`src/rtl/carry_save_resolver.sv`:
```
// carry_save_resolver
// Resolves a carry-save pair (sum, carry<<1) into a plain binary result.
// The carry-propagate add is split into CHUNK_WIDTH-bit slices, one slice
// per clock, so the critical path is a single CHUNK_WIDTH-bit adder.
// Valid/ready handshakes on both sides; one operation in flight at a time.
//
// Optional feature macro: CARRY_SAVE_RESOLVER_OVF_EN
//   defined   -> overflow_o port present, flags results wider than BIT_WIDTH
//   undefined -> no overflow_o port and no overflow logic
module carry_save_resolver #(
    parameter int BIT_WIDTH   = 32,
    parameter int CHUNK_WIDTH = 8
) (
    input  logic                   clk_i,
    input  logic                   rst_i,
    input  logic                   valid_i,
    output logic                   ready_o,
    input  logic [BIT_WIDTH-1:0]   sum_i,
    input  logic [BIT_WIDTH-1:0]   carry_i,
    output logic                   valid_o,
    input  logic                   ready_i,
    output logic [BIT_WIDTH+1:0]   result_o
`ifdef CARRY_SAVE_RESOLVER_OVF_EN
    ,
    output logic                   overflow_o
`endif
);

    localparam int K     = BIT_WIDTH / CHUNK_WIDTH;
    localparam int CNT_W = (K > 1) ? $clog2(K) : 1;
    localparam logic [CNT_W-1:0] LAST_CHUNK = CNT_W'(K - 1);

    // A partial last slice would silently drop operand bits, so refuse it.
    generate
        if ((BIT_WIDTH % CHUNK_WIDTH) != 0) begin : g_bad_chunk
            $error("carry_save_resolver: CHUNK_WIDTH must divide BIT_WIDTH");
        end
    endgenerate

    typedef enum logic [1:0] {
        ST_IDLE = 2'd0,
        ST_CALC = 2'd1,
        ST_DONE = 2'd2
    } state_t;

    // One slice of the carry-propagate add: {carry_out, sum}.
    function automatic logic [CHUNK_WIDTH:0] add_chunk(
        input logic [CHUNK_WIDTH-1:0] a,
        input logic [CHUNK_WIDTH-1:0] b,
        input logic                   cin
    );
        return {1'b0, a} + {1'b0, b} + {{CHUNK_WIDTH{1'b0}}, cin};
    endfunction

    // Two top result bits: B[BIT_WIDTH] plus the final slice carry (max 2).
    function automatic logic [1:0] resolve_top(
        input logic b_msb,
        input logic cout
    );
        return {1'b0, b_msb} + {1'b0, cout};
    endfunction

    state_t                 state_q;
    logic [CNT_W-1:0]       cnt_q;
    logic                   cy_q;

    // Stage p0: captured operands. opa = sum, opb = carry pre-shifted by one.
    logic [BIT_WIDTH-1:0]   opa_p0;
    logic [BIT_WIDTH:0]     opb_p0;

    // Stage p1: slice-by-slice accumulator.
    logic [BIT_WIDTH-1:0]   acc_p1;

    // Stage p2: published result.
    logic [BIT_WIDTH+1:0]   result_p2;
`ifdef CARRY_SAVE_RESOLVER_OVF_EN
    logic                   ovf_p2;
`endif

    logic [CHUNK_WIDTH-1:0] a_ch;
    logic [CHUNK_WIDTH-1:0] b_ch;
    logic [CHUNK_WIDTH:0]   ch_res;
    logic [BIT_WIDTH-1:0]   acc_nxt;
    logic [1:0]             top_bits;

    assign ready_o  = (state_q == ST_IDLE);
    assign valid_o  = (state_q == ST_DONE);
    assign result_o = result_p2;
`ifdef CARRY_SAVE_RESOLVER_OVF_EN
    assign overflow_o = ovf_p2;
`endif

    // Select the current slice, add it, and merge it into the accumulator image.
    always_comb begin
        a_ch    = '0;
        b_ch    = '0;
        for (int k = 0; k < K; k++) begin
            if (cnt_q == CNT_W'(k)) begin
                a_ch = opa_p0[k*CHUNK_WIDTH +: CHUNK_WIDTH];
                b_ch = opb_p0[k*CHUNK_WIDTH +: CHUNK_WIDTH];
            end
        end
        ch_res  = add_chunk(a_ch, b_ch, cy_q);
        acc_nxt = acc_p1;
        for (int k = 0; k < K; k++) begin
            if (cnt_q == CNT_W'(k)) begin
                acc_nxt[k*CHUNK_WIDTH +: CHUNK_WIDTH] = ch_res[CHUNK_WIDTH-1:0];
            end
        end
        top_bits = resolve_top(opb_p0[BIT_WIDTH], ch_res[CHUNK_WIDTH]);
    end

    // Operand capture on the input handshake; operands need no reset since
    // the FSM never consumes them before a fresh capture.
    always_ff @(posedge clk_i) begin
        if (valid_i && ready_o) begin
            opa_p0 <= sum_i;
            opb_p0 <= {carry_i, 1'b0};
        end
    end

    // Control FSM: accept, resolve K slices, hold result until taken.
    always_ff @(posedge clk_i) begin
        if (rst_i) begin
            state_q   <= ST_IDLE;
            cnt_q     <= '0;
            cy_q      <= 1'b0;
            acc_p1    <= '0;
            result_p2 <= '0;
`ifdef CARRY_SAVE_RESOLVER_OVF_EN
            ovf_p2    <= 1'b0;
`endif
        end else begin
            case (state_q)
                ST_IDLE: begin
                    if (valid_i) begin
                        state_q <= ST_CALC;
                        cnt_q   <= '0;
                        cy_q    <= 1'b0;
                    end
                end
                ST_CALC: begin
                    acc_p1 <= acc_nxt;
                    cy_q   <= ch_res[CHUNK_WIDTH];
                    cnt_q  <= cnt_q + 1'b1;
                    if (cnt_q == LAST_CHUNK) begin
                        result_p2 <= {top_bits, acc_nxt};
`ifdef CARRY_SAVE_RESOLVER_OVF_EN
                        ovf_p2    <= |top_bits;
`endif
                        state_q   <= ST_DONE;
                    end
                end
                ST_DONE: begin
                    if (ready_i) begin
                        state_q <= ST_IDLE;
                    end
                end
                default: begin
                    state_q <= ST_IDLE;
                end
            endcase
        end
    end

endmodule

```
`config.mk`:
```
export PLATFORM = sky130hd
export DESIGN_NAME = carry_save_resolver
export DESIGN_NICKNAME = d
export VERILOG_FILES = /design/src/rtl/carry_save_resolver.sv
export SDC_FILE = /design/constraint.sdc
export NUM_CORES = 1
export LEC_CHECK = 0
export ABC_AREA = 0
export CAP_MARGIN = 40
export CORE_MARGIN = 2
export CORE_UTILIZATION = 40
export CTS_CLUSTER_DIAMETER = 80
export DETAILED_ROUTE_END_ITERATION = 10
export SETUP_SLACK_MARGIN = 0.2
export SLEW_MARGIN = 20
export SYNTH_ARGS = -nofsm -noshare
export SYNTH_HDL_FRONTEND = slang
export SYNTH_SLANG_ARGS = --single-unit
```
`constraint.sdc`:
```
create_clock -name clk_i -period 3.64 [get_ports clk_i]
set_input_delay 0.546 -clock clk_i [delete_from_list [all_inputs] [get_ports clk_i]]
set_output_delay 0.546 -clock clk_i [all_outputs]
set_load 0.02 [all_outputs]
```
==> flow_summary.html <==
<table>
<tr><th>Metric</th><th>Value</th></tr>
<tr><th colspan="2">Outcome</th></tr>
<tr><td>Run status</td><td>finished clean</td></tr>
<tr><th colspan="2">GRT</th></tr>
<tr><td>Antenna violations before repair</td><td>0</td></tr>
<tr><td>First-pass GRT wire length</td><td>20390 µm</td></tr>
<tr><td>Met2 usage in global routing</td><td>30.17%</td></tr>
<tr><td>Most heavily used metal layer in global routing</td><td>met2</td></tr>
<tr><td>Via count of the first global-routing pass</td><td>4167</td></tr>
<tr><td>Largest net degree at the start of global routing</td><td>38</td></tr>
<tr><td>Global-route usage over all layers</td><td>18.28%</td></tr>
<tr><td>Total congestion overflow</td><td>0</td></tr>
<tr><td>Met3 global-route usage</td><td>4.933%</td></tr>
<tr><td>Fraction of met1 tracks used by global routing</td><td>23.05%</td></tr>
<tr><th colspan="2">Worst setup path</th></tr>
<tr><td>Maximum fanout encountered on the critical timing path</td><td>22</td></tr>
<tr><td>Cell family contributing the most delay on the critical path</td><td>adder cells</td></tr>
<tr><td>Classification of the worst setup path</td><td>reg -&gt; reg</td></tr>
<tr><td>Critical path's slowest cell</td><td>sky130_fd_sc_hd__ha_1</td></tr>
<tr><td>Data arrival time of the worst path</td><td>3.52 ns</td></tr>
<tr><td>Startpoint type of the worst setup path</td><td>register</td></tr>
<tr><td>CP Buf/Inv Count</td><td>2</td></tr>
<tr><td>Critical Path Max Stage Delay</td><td>0.41 ns</td></tr>
<tr><td>Data required time at the worst endpoint</td><td>3.98 ns</td></tr>
<tr><td>Critical path endpoint category</td><td>register</td></tr>
<tr><td>Sequence of cells on the critical path</td><td>inv_1 &gt; ha_1 &gt; buf_4 &gt; a21oi_1 &gt; a21oi_1 &gt; o21ai_0 &gt; ha_1 &gt; a21o_1 &gt; or4_1 &gt; o22a_1 &gt; ha_1 &gt; nand2_1 &gt; a21oi_1</td></tr>
<tr><th colspan="2">Logic synthesis</th></tr>
<tr><td>Largest family of logic cells by synthesized area</td><td>compound AO/OA/AOI/OAI gates</td></tr>
<tr><td>Netlist cell types</td><td>45</td></tr>
<tr><td>Share of synthesized flip-flops with an asynchronous set or reset</td><td>0%</td></tr>
<tr><td>Prevailing post-synth register cell</td><td>sky130_fd_sc_hd__edfxtp_1</td></tr>
<tr><td>Share of the synthesized netlist area taken by xor and xnor gates</td><td>0.6605%</td></tr>
<tr><td>Post-synthesis share of cell area spent on full adders, half adders and majority gates</td><td>3.586%</td></tr>
<tr><td>Mapped Area</td><td>5304 µm²</td></tr>
<tr><td>Number of flops mapped to enable cells by yosys</td><td>64</td></tr>
<tr><td>Sequential share of the synthesized area</td><td>60.01%</td></tr>
<tr><td>Simple-gate share of the synthesized area</td><td>14.77%</td></tr>
<tr><td>Complex-gate fraction of the synthesized area</td><td>16.73%</td></tr>
<tr><td>Synth Area per Inst</td><td>10.44 µm²</td></tr>
<tr><td>Mux contribution to synthesized area</td><td>0.7549%</td></tr>
<tr><td>Total number of yosys warnings</td><td>0</td></tr>
<tr><td>Number of storage elements in the synthesis netlist</td><td>127</td></tr>
<tr><td>Cells after synthesis</td><td>508</td></tr>
<tr><td>Net count of the mapped netlist</td><td>590</td></tr>
<tr><th colspan="2">STA</th></tr>
<tr><td>Setup repair after global routing missed its margin</td><td>false</td></tr>
<tr><td>Timing-limited maximum frequency</td><td>314.6 MHz</td></tr>
<tr><td>Final Slew Violations</td><td>0</td></tr>
<tr><td>Total of endpoints with negative setup slack in the final report</td><td>0</td></tr>
<tr><td>Post-route setup TNS</td><td>0 ns</td></tr>
<tr><td>Share of the clock period used by the worst path</td><td>87.34%</td></tr>
<tr><td>Clk_skew</td><td>0.007491 ns</td></tr>
<tr><td>Final worst-path setup slack</td><td>0.4609 ns</td></tr>
<tr><td>Transition time of the tightest slew-check pin</td><td>0.6773 ns</td></tr>
<tr><td>Worst slew margin</td><td>54.70%</td></tr>
<tr><td>Fin. Hold Viols</td><td>0</td></tr>
<tr><td>Final Critical Period</td><td>3.179 ns</td></tr>
<tr><th colspan="2">Clocking</th></tr>
<tr><td>Number of CTS-inserted buffers</td><td>17</td></tr>
<tr><td>H-Tree Level Count</td><td>4</td></tr>
<tr><td>TritonCTS clock tree</td><td>done</td></tr>
<tr><td>Setup fix buffers added after clock tree synthesis</td><td>0</td></tr>
<tr><td>Later-pin clock latency in the skew report</td><td>0.41 ns</td></tr>
<tr><td>Max clock buf depth</td><td>2</td></tr>
<tr><td>Hold Buf Count CTS</td><td>0</td></tr>
<tr><td>Post-CTS clock slew at the launch and capture registers of the worst setup and hold paths</td><td>0.05 ns</td></tr>
<tr><td>CTS Root Cell</td><td>sky130_fd_sc_hd__clkbuf_16</td></tr>
<tr><td>Clock sinks</td><td>127</td></tr>
<tr><td>Post-CTS Resized</td><td>0</td></tr>
<tr><th colspan="2">Floorplanning</th></tr>
<tr><td>Number of placed I/O pins</td><td>104</td></tr>
<tr><td>Initial standard-cell utilization of the core</td><td>40.53%</td></tr>
<tr><td>Core area</td><td>13090 µm²</td></tr>
<tr><td>Die X</td><td>119.2 µm</td></tr>
<tr><td>Y dimension of the die</td><td>119.2 µm</td></tr>
<tr><td>Total die area</td><td>14200 µm²</td></tr>
<tr><td>Number of rows in the core area</td><td>42</td></tr>
<tr><th colspan="2">Finish</th></tr>
<tr><td>Total Nets Final</td><td>693</td></tr>
<tr><td>Ant. Diodes</td><td>0</td></tr>
<tr><td>Ratio of cells with drive above 1 in the final layout</td><td>8.333%</td></tr>
<tr><td>Area growth from synthesis to layout</td><td>34.68%</td></tr>
<tr><td>Cell area after layout</td><td>7143 µm²</td></tr>
<tr><th colspan="2">Drt</th></tr>
<tr><td>Number of vias in the routed layout</td><td>4143</td></tr>
<tr><td>Detailed-route DRC error count</td><td>0</td></tr>
<tr><td>Final antenna-violating net count</td><td>0</td></tr>
<tr><td>Per-cell via count in the routed design</td><td>5.179</td></tr>
<tr><td>Final wirelength</td><td>12510 µm</td></tr>
<tr><td>Mean routed wirelength per cell</td><td>15.64 µm</td></tr>
<tr><td>Number of design-rule violations left by the first detailed-router iteration</td><td>336</td></tr>
<tr><td>First-pass iteration count of the detailed router</td><td>6</td></tr>
<tr><th colspan="2">Placed design</th></tr>
<tr><td>Dpl ws</td><td>0.3202 ns</td></tr>
<tr><td>Placement Cell Area</td><td>6538 µm²</td></tr>
<tr><td>DP Wirelength</td><td>8829 µm</td></tr>
<tr><td>Gpl congestion</td><td>0.8850</td></tr>
<tr><td>Number of input and output port buffers inserted</td><td>103</td></tr>
<tr><th colspan="2">Pwr</th></tr>
<tr><td>Total leakage power</td><td>0.002559 µW</td></tr>
<tr><td>Maximum ir drop on the vdd rail</td><td>327.2 µV</td></tr>
<tr><td>Power Dens Cells</td><td>539.5 nW/µm²</td></tr>
<tr><th colspan="2">Job</th></tr>
<tr><td>Max-cap violation count</td><td>0</td></tr>
<tr><th colspan="2">Min path</th></tr>
<tr><td>Hold/Removal Path Class</td><td>reg -&gt; reg</td></tr>
</table>
==> per-stage QoR <==
stage	power [µW]	hold WS, ns	std cells	utilization [%]
final	3854	0.4501	800	54.59
after global routing	4005	0.4734	800	54.59
after CTS	3859	0.4531	800	54.40
after detailed placement	2208	0.4459	768	49.96
after global placement	2197	0.4412	768	49.96
after floorplan	1982	0.4354	508	-
==> worst register-to-register path: stages (launching register included) <==
cell,delay [ns]
sky130_fd_sc_hd__dfxtp_1,0.34
sky130_fd_sc_hd__inv_1,0.11
sky130_fd_sc_hd__ha_1,0.33
sky130_fd_sc_hd__buf_4,0.31
sky130_fd_sc_hd__a21oi_1,0.08
sky130_fd_sc_hd__a21oi_1,0.12
sky130_fd_sc_hd__o21ai_0,0.09
sky130_fd_sc_hd__ha_1,0.41
sky130_fd_sc_hd__a21o_1,0.25
sky130_fd_sc_hd__or4_1,0.41
sky130_fd_sc_hd__o22a_1,0.20
sky130_fd_sc_hd__ha_1,0.28
sky130_fd_sc_hd__nand2_1,0.05
sky130_fd_sc_hd__a21oi_1,0.14
==> final cells by class <==
class	instances	area (µm²)
multi-input cells	337	1958
repair buffers	119	1164
well taps	176	220.2
clock buffers	26	500.5
flip-flops and latches	127	3183
fillers	1126	5942
clock inverters	6	80.08
inverters	9	37.54
==> report_power, final <==
group | leakage (µW) | internal, µW | switching (µW)
Clock | 0.000287 | 1080 | 575
Combinational | 0.00115 | 243 | 352
Sequential | 0.00112 | 1580 | 26.4
Total | 0.00256 | 2900 | 953
==> cell usage in the layout (no fill, tap or decap), types with 6 or more instances in the layout <==
cell	n
sky130_fd_sc_hd__clkdlybuf4s50_1	103
sky130_fd_sc_hd__nand2_1	69
sky130_fd_sc_hd__a21oi_1	64
sky130_fd_sc_hd__edfxtp_1	64
sky130_fd_sc_hd__dfxtp_1	63
sky130_fd_sc_hd__o21ai_0	45
sky130_fd_sc_hd__nand3_1	30
sky130_fd_sc_hd__nor2_1	23
sky130_fd_sc_hd__clkbuf_16	18
sky130_fd_sc_hd__buf_4	15
sky130_fd_sc_hd__ha_1	11
sky130_fd_sc_hd__a211oi_1	9
sky130_fd_sc_hd__and4_1	9
sky130_fd_sc_hd__a31oi_1	9
sky130_fd_sc_hd__inv_1	8
sky130_fd_sc_hd__o211ai_1	7
sky130_fd_sc_hd__clkbuf_1	6
==> layer usage <==
layer / part of all wire (%) / up-vias
met5: 0 / -
met4: 1.9 / 0
met3: 5.7 / 17
met2: 48 / 139
met1: 45 / 1930
li1: - / 2057
==> cells by family after synthesis <==
logic type / count (synthesis)
simple gates: 161
compound gates: 154
flops: 127
buf+inv: 44
fa+ha+maj: 14
xor+xnor: 4
mux: 4
==> final timing paths <==
| path | cells past startpoint | startpoint | slack [ns] | to |
|---|---|---|---|---|
| max | 13 | cnt_q[0]$_SDFFE_PP0P_ | 0.46 | result_o[32]$_SDFFE_PP0P_ |
| min | 2 | result_o[9]$_SDFFE_PP0P_ | 0.45 | result_o[9]$_SDFFE_PP0P_ |
| max reg2reg | 13 | cnt_q[0]$_SDFFE_PP0P_ | 0.46 | result_o[32]$_SDFFE_PP0P_ |
| min reg2reg | 2 | result_o[9]$_SDFFE_PP0P_ | 0.45 | result_o[9]$_SDFFE_PP0P_ |
==> Yosys cell counts (7+ instances only) <==
master	n	share of area [%]
sky130_fd_sc_hd__ha_1	12	2.8
sky130_fd_sc_hd__nor2_1	23	1.6
sky130_fd_sc_hd__nand2_1	69	4.9
sky130_fd_sc_hd__dfxtp_1	63	24
sky130_fd_sc_hd__o21ai_0	45	4.2
sky130_fd_sc_hd__clkbuf_1	25	1.8
sky130_fd_sc_hd__o211ai_1	7	0.99
sky130_fd_sc_hd__a21oi_1	64	6.0
sky130_fd_sc_hd__and4_1	9	1.5
sky130_fd_sc_hd__inv_1	9	0.64
sky130_fd_sc_hd__a211oi_1	9	1.3
sky130_fd_sc_hd__nand3_1	30	2.8
sky130_fd_sc_hd__a31oi_1	9	1.1
sky130_fd_sc_hd__edfxtp_1	64	36
==> registers in the layout, indices dropped and copies added (netlist names) <==
signal / count
state_q: 2
cnt_q: 2
opb_p0: 32
opa_p0: 32
result_o: 34
acc_p1: 24
cy_q: 1
(Power assumes the default switching activity.)
